[config.mk]
export PLATFORM = sky130hd
export DESIGN_NAME = task_rr_scheduler
export DESIGN_NICKNAME = d
export VERILOG_FILES = /design/src/rtl/task_rr_scheduler.sv
export SDC_FILE = /design/constraint.sdc
export NUM_CORES = 1
export LEC_CHECK = 0
export ABC_AREA = 1
export BUFFER_PORTS_ARGS = -buffer_cell sky130_fd_sc_hd__buf_2
export CAP_MARGIN = 10
export CORE_MARGIN = 1.5
export CORE_UTILIZATION = 30
export DETAILED_ROUTE_END_ITERATION = 10
export HOLD_SLACK_MARGIN = 0.12
export PLACE_DENSITY_LB_ADDON = 0.25
export SYNTH_ARGS = -nofsm -noshare
export SYNTH_HDL_FRONTEND = slang
export SYNTH_SLANG_ARGS = --single-unit
[constraint.sdc]
create_clock -name iCLK -period 2.5 [get_ports iCLK]
set_input_delay 0.125 -clock iCLK [delete_from_list [all_inputs] [get_ports iCLK]]
set_output_delay 0.125 -clock iCLK [all_outputs]
set_load 0.05 [all_outputs]
[src/rtl/task_rr_scheduler.sv]
// Round-robin time-slice scheduler: grants one of NUM_TASKS ready tasks for QUANTUM ticks of TICK_DIV cycles.
// Latency: ready-to-grant 1 cycle from IDLE; 1 idle SWITCH cycle between consecutive grants.
// Backpressure: none; a task holds its grant only while iREADY stays high and it does not yield.
// Optional context-switch counter on oSWITCH_CNT is built when SCHED_SWITCH_COUNT_EN is defined.
module task_rr_scheduler #(
  parameter int NUM_TASKS = 4,
  parameter int QUANTUM   = 9,
  parameter int TICK_DIV  = 50_000_000
) (
  input  logic                 iCLK,
  input  logic                 iRST,
  input  logic [NUM_TASKS-1:0] iREADY,
  input  logic                 iYIELD,
  output logic [NUM_TASKS-1:0] oGRANT,
  output logic [3:0]           task_id,
  output logic [3:0]           task_timer,
  output logic                 oSWITCH,
  output logic [23:0]          oSWITCH_CNT
);

  localparam int            PW       = (TICK_DIV > 1) ? $clog2(TICK_DIV) : 1;
  localparam logic [PW-1:0] PS_LAST  = PW'(TICK_DIV - 1);
  localparam logic [3:0]    Q_LOAD   = 4'(QUANTUM);
  localparam logic [3:0]    LAST_RST = 4'(NUM_TASKS - 1);
  localparam logic [3:0]    IDLE_ID  = 4'hF;

  typedef enum logic [1:0] {ST_IDLE, ST_RUN, ST_SWITCH} state_t;

  state_t               state;
  logic [3:0]           last;
  logic [PW-1:0]        prescaler;

  logic                 arb_found;
  logic [3:0]           arb_sel;
  logic [NUM_TASKS-1:0] arb_onehot;
  logic                 tick;
  logic                 slice_end;

  // Round-robin search: first ready task starting just after the last grant, wrapping.
  always_comb begin
    arb_found  = 1'b0;
    arb_sel    = IDLE_ID;
    arb_onehot = '0;
    for (int i = 0; i < NUM_TASKS; i++) begin
      for (int j = 0; j < NUM_TASKS; j++) begin
        if (!arb_found && iREADY[j] && (j == ((int'(last) + 1 + i) % NUM_TASKS))) begin
          arb_found     = 1'b1;
          arb_sel       = 4'(j);
          arb_onehot[j] = 1'b1;
        end
      end
    end
  end

  // A tick is the prescaler wrap; the slice ends on the last tick, a yield, or the owner dropping ready.
  always_comb begin
    tick      = (prescaler == PS_LAST);
    slice_end = (tick && (task_timer == 4'd1)) || iYIELD || ~|(oGRANT & iREADY);
  end

  // Scheduler state machine; every output is registered here.
  always_ff @(posedge iCLK) begin
    if (iRST) begin
      state      <= ST_IDLE;
      last       <= LAST_RST;
      task_id    <= IDLE_ID;
      task_timer <= 4'd0;
      oGRANT     <= '0;
      oSWITCH    <= 1'b0;
      prescaler  <= '0;
    end else begin
      oSWITCH <= 1'b0;
      case (state)
        ST_IDLE, ST_SWITCH: begin
          if (arb_found) begin
            state      <= ST_RUN;
            task_id    <= arb_sel;
            last       <= arb_sel;
            oGRANT     <= arb_onehot;
            task_timer <= Q_LOAD;
            prescaler  <= '0;
            oSWITCH    <= 1'b1;
          end else begin
            state   <= ST_IDLE;
            task_id <= IDLE_ID;
          end
        end
        ST_RUN: begin
          if (slice_end) begin
            // Outgoing id stays visible for the single SWITCH cycle.
            state      <= ST_SWITCH;
            oGRANT     <= '0;
            task_timer <= 4'd0;
          end else begin
            prescaler <= tick ? '0 : prescaler + 1'b1;
            if (tick) begin
              task_timer <= task_timer - 4'd1;
            end
          end
        end
        default: begin
          state <= ST_IDLE;
        end
      endcase
    end
  end

`ifdef SCHED_SWITCH_COUNT_EN
  logic [23:0] switch_cnt;

  // Count every grant pulse; wraps naturally at 24 bits.
  always_ff @(posedge iCLK) begin
    if (iRST) begin
      switch_cnt <= 24'd0;
    end else if (oSWITCH) begin
      switch_cnt <= switch_cnt + 24'd1;
    end
  end

  assign oSWITCH_CNT = switch_cnt;
`else
  assign oSWITCH_CNT = 24'h000000;
`endif

endmodule

Word-level counts from Yosys, hierarchy flattened --
Cells that the tools add are included.
Storage, ports and cells: logic and storage cells 169, input bits 7, output and inout port bits 37, flip-flop bits (word level) 43
Operators by class: equal/unequal tests 20, reduce and logical (&&, ||, !) cells 67, add/sub/neg operators 6, bitwise logic cells 6, multiplexer cells 63
Operator list (count):
- $logic_not 32->1 | 4
- $mux 4 | 22
- $mux 26 | 3
- $pmux 26 s2 | 1
- $mux 1 | 33
- $logic_and 1x1->1 | 32
- $add 26x1->26 const B | 1
- $eq 26x26->1 const B | 1
- $eq 3x3->1 const A | 8
- $logic_not 1->1 | 16
- $pmux 4 s2 | 2
- $eq 2x3->1 const A | 4
- $reduce_or 2->1 | 6
- $reduce_and 3->1 | 3
- $ne 2x2->1 const B | 3
- $add 2x1->2 const B | 2
- $add 2x2->2 const B | 2
- $and 1x1->1 const A | 4
- $and 4x4->4 | 1
- $eq 4x1->1 const B | 1
- $pmux 2 s2 | 1
- $reduce_or 4->1 | 1
- $sub 4x1->4 const B | 1
- $ne 3x3->1 const B | 1
- 8 further kinds | 9

Logic depth before layout (Yosys ltp) --
Gate-level depths: netlist of the first run.
depth in word-level cells 68, mapped depth 17, gate-level depth less buffers 17

Least setup slack after synthesis of the first run --
Ideal clock, no wire load.
path type register to register, start point register prescaler[0], end point register prescaler[24], buffers on the path 0, slack 0.409 ns, period minus slack after synthesis 2.091 ns, library setup time 0.112 ns, stages on the path, launching flop included 18, data required time 2.388 ns, data arrival time 1.978 ns, cell sequence dfxtp_1 -> ha_1 -> nand2_1 -> nor2_1 -> nand2_1 -> inv_1 -> nand2_1 -> nor2_1 -> nand2_1 -> nor2_2 -> nand2_1 -> nor2_2 -> nand4_1 -> nor2_1 -> xor2_1 -> nor2_1 -> nor2_1 -> nor2_2
Between the ends: word-level cells in the longest chain between the ends 6, elaborated cells between the ends (all ways) 10, those cells by class add/sub (1); eq/ne (2); mux (3); reduce/logical (4)
RTL lines:
- start, declared | RTL line 31 | logic [PW-1:0] prescaler;
- start signal, assigned | RTL line 95 | prescaler <= tick ? '0 : prescaler + 1'b1;
- branches (longest 6 deep; another with $add 26x1->26)
Several ways; the timed one is not identified. The select of a mux whose other input is x is not followed. A chain may end at the register's enable or synchronous reset.

Final worst setup path of the first run --
start point register last[0], end point register prescaler[6]
Between the ends: word-level cells in the longest chain between the ends 68, elaborated cells between the ends (all ways) 92, those cells by class add/sub (4); eq/ne (13); mux (16); bitwise (4); reduce/logical (55)
RTL lines:
- start, declared | RTL line 30 | logic [3:0] last;
- start signal, assigned | RTL line 78 | last <= arb_sel;
- $add 2x1->2 (*) | RTL line 46 | if (!arb_found && iREADY[j] && (j == ((int'(last) + 1 + i) % NUM_TASKS))) begin
- $reduce_or 2->1 (no line)
- $and 1x1->1 (no line)
- $logic_not 32->1 | RTL line 46
- $logic_and 1x1->1 | RTL line 46
- $mux 1 | RTL line 46
- $logic_not 1->1 | RTL line 46
- $logic_and 1x1->1 (2 in a row) | RTL line 46
- [... 49 more ...]
- $logic_not 1->1 | RTL line 46
- $logic_and 1x1->1 (2 in a row) | RTL line 46
- $mux 1 | RTL line 46
- $logic_not 1->1 | RTL line 46
- $logic_and 1x1->1 (2 in a row) | RTL line 46
- $mux 1 (*) | RTL line 46
- $ne 2x2->1 (no line) (*)
- $reduce_and 3->1 (no line) (*)
Mark *: on every way between the ends. The rest lies on a longest branch, timed or not.

==> metrics.log, run 1 <==
INFO  metric worst_clock_skew_on_the_final_layout = 13.9 ps
INFO  metric grt_setup_unrepaired = no
INFO  metric synth_async_sr_flop_share = 0%
INFO  metric number_of_flops_mapped_to_enable_cells_by_yosys = 0
INFO  metric max-clock-path-buffers = 2
INFO  metric tritoncts_num_sinks = 42
INFO  metric netlist_area = 0.00303 mm²
INFO  metric critical_path_end_type = flip-flop
INFO  metric clock_tree.root_cell = sky130_fd_sc_hd__clkbuf_8
INFO  metric vdd.ir_drop.worst = 195 µV
INFO  metric synth_seq_cells = 42
INFO  metric grt.overflow.total = 0
INFO  metric critPathKind = flip-flop to flip-flop
INFO  metric timing.hold.ws = 302 ps
INFO  metric number_of_vias_per_cell_after_detailed_routing = 4.56
INFO  metric p_per_area = 700 mW/mm²
INFO  metric post_synth_inst_count = 471
INFO  metric filler_cell_count = 1074
INFO  metric r2r_slack = 220 ps
INFO  metric htree_num_levels = 2
INFO  metric slowest_stage_delay_cp = 380 ps
INFO  metric hold_path_end = oGRANT[1]
INFO  metric critical_path.reg2reg.endpoint = prescaler[6]
INFO  metric wire_per_inst = 11.9 µm
INFO  metric reg2reg_depth = 13
INFO  metric timing.final.crit_period = 2280 ps
INFO  metric fp-row-count = 36
INFO  metric dpl.hpwl = 5330 µm
INFO  metric critPathBufInv = 2
INFO  metric floorplan.die_area = 0.0107 mm²
INFO  metric setup_tns = 0 ps
INFO  metric final-seq-area = 845 µm²
INFO  metric critPathSlowestCell = sky130_fd_sc_hd__dfxtp_2
INFO  metric timing.critical_path.max_delay_family = simple AND/OR/NAND/NOR gates
INFO  metric gp_congestion = 0.850
INFO  metric final_hold_viol_count = 0
INFO  metric cp_data_arrival_time = 2520 ps
INFO  metric yosys_warnings = 0
INFO  metric wl = 7530 µm
INFO  metric synth.distinct_cells = 37
INFO  metric design.core.area = 0.00977 mm²
INFO  metric final_power = 2.41 mW
INFO  metric drt_iter0_markers = 206
INFO  metric count_of_input_and_output_buffers = 19
INFO  metric max_freq = 439 MHz
INFO  metric start_util = 31.0%
INFO  metric grt_antenna_before_repair = 0
INFO  metric pre_cts_slack = 109 ps
INFO  metric final_critical_path_setup_slack = 221 ps
INFO  metric layout_worst_path_cycle_share = 91.2%
INFO  metric multiInputGateArea = 0.00185 mm²
INFO  metric critical_path.reg2reg.startpoint = last[0]
INFO  metric slew_violations = 0
INFO  metric synth_seq_area_share = 27.8%
INFO  metric worst_hold_startpoint = iREADY[1]
INFO  metric cts_buffers = 5
INFO  metric drt_drc_violations_left = 0
INFO  metric detailroute.via_count = 2897
INFO  metric cts_post_setup_buffers_inserted = 0
INFO  metric final_core_utilization = 35.3%
INFO  metric grt_first_pass_wirelength = 12300 µm
INFO  metric tritoncts = built
INFO  metric syn_area_per_cell = 6.42 µm²
INFO  metric antenna-diode-count = 0
INFO  metric outcome = finished, final reports clean
INFO  metric grt_usage = 14.4%
INFO  metric clk_pin_slew = 100 ps
INFO  metric share_of_final_layout_standard_cells_stronger_than_drive_strength_1 = 18.7%
INFO  metric clk_latency = 300 ps
INFO  metric path_cells = inv_1 > nand2_1 > nor2_1 > nor3_2 > nand4_2 > nor2_4 > nand4_4 > nor2_4 > nand4_4 > a21oi_4 > buf_12 > nor2_1 > nor2_2
INFO  metric nets = 511
INFO  metric critPathRequiredTime = 2740 ps
INFO  metric antenna_violating_nets_post_route = 0
INFO  metric cellLeakagePower = 1.56 nW
INFO  metric first_global_vias = 2605
INFO  metric die_width = 103 µm
INFO  metric worst_setup_path_start_kind = flip-flop
INFO  metric critical_path.max_fanout = 22
INFO  metric synth_top_flop_cell = sky130_fd_sc_hd__dfxtp_1
INFO  metric finalSetupViolCount = 0
INFO  metric pin_count = 44
INFO  metric max_cap_violations = 0
INFO  metric layout-area-overhead-vs-synth = 14.0%
INFO  metric die_height = 103 µm
INFO  metric firstDrtPassIters = 4
INFO  metric worstHoldPathCells = 5
INFO  metric worstHoldPathType = primary input to flip-flop
INFO  metric grt_start_max_net_pins = 28
power breakdown:
group	internal (mW)	switching, mW	total (mW)
clock	0.401	0.260	0.661
combinational	0.267	0.650	0.917
sequential	0.758	0.0790	0.837
logic make-up (layout without fill, tap and decap cells):
family,after synthesis,after routing,share of synthesized area (%)
and+or+nand+nor,286,288,44.5
buffers and inverters,92,98,15.9
DFF,42,42,27.8
AOI/OAI and AO/OA,37,37,7.57
xor gates and xnor gates,10,10,2.89
adders and majority gates,3,3,1.24
other,1,24,0.124
state kept, by name, summed over array words and instances (netlist names):
register / cells
task_timer: 4
prescaler: 26
state: 2
oSWITCH: 1
task_id: 3
last: 2
oGRANT: 4
layout make-up:
type                            instances  share of cell area [%]
Tap cell                              133                    4.82
Inverter                               55                    5.98
Clock buffer                            5                    1.99
Timing Repair Buffer                   35                    7.04
Clock inverter                          3                    1.99
Multi-Input combinational cell        362                    53.7
Sequential cell                        42                    24.5
per-layer routing:
layer / global-route usage (%) / share of wire [%] / vias to the layer above
li1: - / - / 1507
met1: 18.8 / 49 / 1317
met2: 24.3 / 46 / 65
met3: 2.28 / 3.9 / 8
met4: 4.37 / 1.8 / 0
met5: 0 / 0 / -
repair_timing:
action,CTS,global route
hold endpoints to repair,3,0
endpoints found under the setup margin,0,31
resized for setup,0,14
hold buffers,1,0
Yosys cell counts, drive strengths merged (2+ instances only):
cell type | count | area, µm²
xor2 | 10 | 87.6
nand3 | 44 | 230
nor2 | 113 | 497
dfxtp | 42 | 841
ha | 3 | 37.5
a21oi | 11 | 70.1
clkbuf | 3 | 11.3
o211ai | 4 | 30.0
nor3 | 9 | 55.1
nand4 | 14 | 124
or2 | 5 | 31.3
nor4 | 2 | 12.5
buf | 34 | 263
inv | 54 | 203
o21ai | 16 | 80.1
nand2 | 96 | 375
a221oi | 2 | 17.5
metrics by stage:
step | instance area [µm²] | instances
global placement | 3240 | 624
CTS | 3380 | 633
floorplan | 3110 | 494
detailed placement | 3240 | 624
finish | 3450 | 635
global route | 3450 | 635
tightest hold or removal path, delay by kind of cell:
family                 cells  cell delay [ps]
AND/OR/NAND/NOR            3              230
AO/OA/AOI/OAI              1               60
buffers and inverters      1              160
how the worst max path moves through the flow:
stage,startpoint,to,slack (ps),cells after the start
detailed placement,last[0],prescaler[14],110,14
CTS,last[0],prescaler[14],90,14
floorplan,prescaler[0],prescaler[24],410,17
global route,prescaler[0],prescaler[24],10,17
finish,last[0],prescaler[6],220,13
global placement,last[0],prescaler[18],140,14
placed cells by master, fill, tap and decap left out, types with 2 or more instances in the layout:
cell and count:
sky130_fd_sc_hd__nand4_1 11, sky130_fd_sc_hd__or2_2 5, sky130_fd_sc_hd__xor2_1 10, sky130_fd_sc_hd__bufinv_16 2, sky130_fd_sc_hd__nor4_1 2, sky130_fd_sc_hd__inv_1 54
sky130_fd_sc_hd__nor3_2 2, sky130_fd_sc_hd__nor2_2 23, sky130_fd_sc_hd__nand3_2 2, sky130_fd_sc_hd__nand2_2 3, sky130_fd_sc_hd__nand2_1 91, sky130_fd_sc_hd__buf_4 13
sky130_fd_sc_hd__o211ai_1 4, sky130_fd_sc_hd__dfxtp_1 39, sky130_fd_sc_hd__nand4_4 2, sky130_fd_sc_hd__nor2_4 5, sky130_fd_sc_hd__dfxtp_2 3, sky130_fd_sc_hd__a221oi_1 2
sky130_fd_sc_hd__nor3_1 7, sky130_fd_sc_hd__nand3_1 42, sky130_fd_sc_hd__buf_12 2, sky130_fd_sc_hd__nor2_1 85, sky130_fd_sc_hd__buf_2 19, sky130_fd_sc_hd__o21ai_0 15
sky130_fd_sc_hd__ha_1 3, sky130_fd_sc_hd__a21oi_1 9, sky130_fd_sc_hd__conb_1 24, sky130_fd_sc_hd__nand2_4 3, sky130_fd_sc_hd__clkbuf_8 5
No activity file was read; power rests on OpenSTA's default activity.
==> run 2, diff against run 1 <==
--- a/config.mk
+++ b/config.mk
@@ -9,7 +9,7 @@
 export BUFFER_PORTS_ARGS = -buffer_cell sky130_fd_sc_hd__buf_2
 export CAP_MARGIN = 10
 export CORE_MARGIN = 1.5
-export CORE_UTILIZATION = 30
+export CORE_UTILIZATION = 40
 export DETAILED_ROUTE_END_ITERATION = 10
 export HOLD_SLACK_MARGIN = 0.12
 export PLACE_DENSITY_LB_ADDON = 0.25
==> run 2 against run 1 <==
  * Worst hold slack improved by 18 ps
  * Die area decreased by 24%
  * Fmax decreased by 0.73%
  * Utilization increased by 10 points
==> metrics.log, run 2 (synthesis results as in run 1) <==
INFO  metric wl = 7060 µm (was 7530 µm)
INFO  metric wire_length_on_met2 = 3170 µm (was 3440 µm)
INFO  metric wire_per_inst = 11.8 µm (was 11.9 µm)
INFO  metric critPathBufInv = 1 (was 2)
INFO  metric layoutNonFillerInstCount = 598 (was 635)
INFO  metric firstDrtPassIters = 4 (unchanged)
INFO  metric path_cells = inv_1 > nand3_1 > nand3_2 > nor3_4 > nand4_2 > nor2_4 > nand4_4 > nor2_4 > nand4_4 > nand2_4 > nand3_1 > nand2_1 > nor2_2 (was inv_1 > nand2_1 > nor2_1 > nor3_2 > nand4_2 > nor2_4 > nand4_4 > nor2_4 > nand4_4 > a21oi_4 > buf_12 > nor2_1 > nor2_2)
INFO  metric filler_cell_count = 792 (was 1074)
INFO  metric vdd.ir_drop.worst = 209 µV (was 195 µV)
INFO  metric antenna-diode-count = 0 (unchanged)
INFO  metric total_switching_power = 0.952 mW (was 0.990 mW)
INFO  metric nets = 509 (was 511)
INFO  metric clk_latency = 300 ps (about the same)
INFO  metric share_of_final_layout_standard_cells_stronger_than_drive_strength_1 = 17.2% (was 18.7%)
INFO  metric clock_tree.root_cell = sky130_fd_sc_hd__clkbuf_8 (unchanged)
INFO  metric combinationalPowerShare = 42.1% (was 38.0%)
INFO  metric finalSetupViolCount = 0 (unchanged)
INFO  metric post-route-cell-area = 0.00332 mm² (was 0.00345 mm²)
INFO  metric grt_usage = 17.5% (was 14.4%)
INFO  metric critPathSlowestCell = sky130_fd_sc_hd__dfxtp_2 (unchanged)
INFO  metric worst_clock_skew_on_the_final_layout = 8.79 ps (was 13.9 ps)
INFO  metric met3WireLength = 290 µm (was 296 µm)
INFO  metric biggestRegsByFlops = prescaler: 26 flops, oGRANT: 4 flops, task_timer: 4 flops (unchanged)
INFO  metric grt.overflow.total = 0 (unchanged)
INFO  metric count_of_input_and_output_buffers = 19 (unchanged)
INFO  metric grt_first_pass_wirelength = 11900 µm (was 12300 µm)
INFO  metric design.core.area = 0.00729 mm² (was 0.00977 mm²)
INFO  metric multiInputGateArea = 0.00184 mm² (was 0.00185 mm²)
INFO  metric tritoncts_num_sinks = 42 (unchanged)
INFO  metric power.share.sequential = 38.3% (was 34.7%)
INFO  metric cp_data_arrival_time = 2500 ps (was 2520 ps)
INFO  metric highest-signal-layer = met4 (unchanged)
INFO  metric max_freq = 436 MHz (was 439 MHz)
INFO  metric layout-area-overhead-vs-synth = 9.76% (was 14.0%)
INFO  metric start_util = 41.5% (was 31.0%)
INFO  metric p_per_area = 654 mW/mm² (was 700 mW/mm²)
INFO  metric die_height = 90.0 µm (was 103 µm)
INFO  metric die_width = 90.0 µm (was 103 µm)
INFO  metric setup_tns = 0 ps (unchanged)
INFO  metric floorplan.die_area = 0.00809 mm² (was 0.0107 mm²)
INFO  metric cts_buffers = 5 (unchanged)
INFO  metric pin_count = 44 (unchanged)
INFO  metric clk_pin_slew = 80 ps (was 100 ps)
INFO  metric tritoncts = built (unchanged)
INFO  metric post_dp_cell_area = 0.00318 mm² (was 0.00324 mm²)
INFO  metric layout_commonest_cell = sky130_fd_sc_hd__nand2_1 (unchanged)
INFO  metric drt_drc_violations_left = 0 (unchanged)
INFO  metric pre_cts_slack = 122 ps (was 109 ps)
INFO  metric timing.critical_path.max_delay_family = simple AND/OR/NAND/NOR gates (unchanged)
INFO  metric htree_num_levels = 2 (unchanged)
INFO  metric dpl.hpwl = 5010 µm (was 5330 µm)
INFO  metric largest_register_ffs = 26 (unchanged)
INFO  metric layout.cells.most_common_list = 93 x sky130_fd_sc_hd__nand2_1, 85 x sky130_fd_sc_hd__nor2_1, 54 x sky130_fd_sc_hd__inv_1 (was 91 x sky130_fd_sc_hd__nand2_1, 85 x sky130_fd_sc_hd__nor2_1, 54 x sky130_fd_sc_hd__inv_1)
INFO  metric layout_worst_path_cycle_share = 91.8% (was 91.2%)
INFO  metric fp-row-count = 31 (was 36)
INFO  metric gp_congestion = 0.900 (was 0.850)
INFO  metric wl_on_met1 = 3540 µm (was 3650 µm)
INFO  metric worst_setup_path_start_kind = flip-flop (unchanged)
INFO  metric placedCellCount = 588 (was 624)
INFO  metric final-seq-area = 843 µm² (was 845 µm²)
INFO  metric worstHoldPathType = primary input to flip-flop (unchanged)
INFO  metric final_critical_path_setup_slack = 204 ps (was 221 ps)
INFO  metric antenna_violating_nets_post_route = 0 (unchanged)
INFO  metric timing.hold.ws = 320 ps (was 302 ps)
INFO  metric drt_iter0_markers = 132 (was 206)
INFO  metric timing_worst_slew_pin_value = 718 ps
INFO  metric largest-register = prescaler (unchanged)
INFO  metric final_hold_viol_count = 0 (unchanged)
INFO  metric max_cap_violations = 0 (unchanged)
INFO  metric slowest_stage_delay_cp = 380 ps (about the same)
INFO  metric timing.final.crit_period = 2300 ps (was 2280 ps)
INFO  metric grt_antenna_before_repair = 0 (unchanged)
INFO  metric clkPwrFrac = 19.6% (was 27.4%)
INFO  metric critPathKind = flip-flop to flip-flop (unchanged)
INFO  metric grt_start_max_net_pins = 28 (unchanged)
INFO  metric p_sw_share = 43.8% (was 41.0%)
INFO  metric critPathRequiredTime = 2700 ps (was 2740 ps)
INFO  metric first_global_vias = 2621 (was 2605)
INFO  metric max-slew-margin-rel = 52.0%
INFO  metric outcome = finished, final reports clean (unchanged)
INFO  metric slew_violations = 0 (unchanged)
INFO  metric critical_path.max_fanout = 13 (was 22)
INFO  metric max-clock-path-buffers = 2 (unchanged)
INFO  metric cell_internal_pwr = 1.22 mW (was 1.43 mW)
INFO  metric number_of_vias_per_cell_after_detailed_routing = 4.89 (was 4.56)
INFO  metric cellLeakagePower = 1.51 nW (was 1.56 nW)
INFO  metric detailroute.via_count = 2922 (was 2897)
INFO  metric critical_path_end_type = flip-flop (unchanged)
## run 2: metrics by stage
step / util (%) / total power, mW
detailed placement: 43.6 / 1.73
global placement: 43.6 / 1.72
finish: 45.5 / 2.17
CTS: 44.8 / 2.16
global route: 45.5 / 2.33
floorplan: - / 1.58
## run 2: worst register-to-register path: stages (launching register included)
cell,delay [ps]
sky130_fd_sc_hd__dfxtp_2,380
sky130_fd_sc_hd__inv_1,60
sky130_fd_sc_hd__nand3_1,140
sky130_fd_sc_hd__nand3_2,130
sky130_fd_sc_hd__nor3_4,160
sky130_fd_sc_hd__nand4_2,140
sky130_fd_sc_hd__nor2_4,150
sky130_fd_sc_hd__nand4_4,110
sky130_fd_sc_hd__nor2_4,160
sky130_fd_sc_hd__nand4_4,250
sky130_fd_sc_hd__nand2_4,280
sky130_fd_sc_hd__nand3_1,100
sky130_fd_sc_hd__nand2_1,80
sky130_fd_sc_hd__nor2_2,50
## run 2: cell type report
type | instances | share of cell area, %
Clock buffer | 7 | 2.30
Inverter | 55 | 6.22
Multi-Input combinational cell | 362 | 55.5
Sequential cell | 42 | 25.4
Tap cell | 99 | 3.73
Timing Repair Buffer | 33 | 6.86
## run 2: metal layers
layer  global-route usage, %  vias up
li1                        -     1505
met1                    23.9     1340
met2                    28.4       71
met3                    3.13        6
met4                    4.37        0
met5                       0        -
## run 2: worst paths after layout
path         cells past startpoint  slack, ps        from       endpoint
min reg2reg                      2        480  task_id[0]     task_id[0]
max                             13        200     last[1]  prescaler[19]
max reg2reg                     13        200     last[1]  prescaler[19]
min                              5        320   iREADY[1]      oGRANT[1]
## run 2: timing repair
action / CTS / global route
hold buffers: 1 / 0
resized for setup: 0 / 10
endpoints found under the setup margin: 0 / 33
setup buffers: 0 / 0
hold endpoints to repair: 3 / 0
## run 2: power groups by stage
stage	combinational (mW)	sequential (mW)	clock, mW
global placement	0.879	0.844	0
finish	0.914	0.832	0.426
detailed placement	0.885	0.845	0
floorplan	0.645	0.939	0
global route	1.01	0.848	0.469
CTS	0.889	0.830	0.442
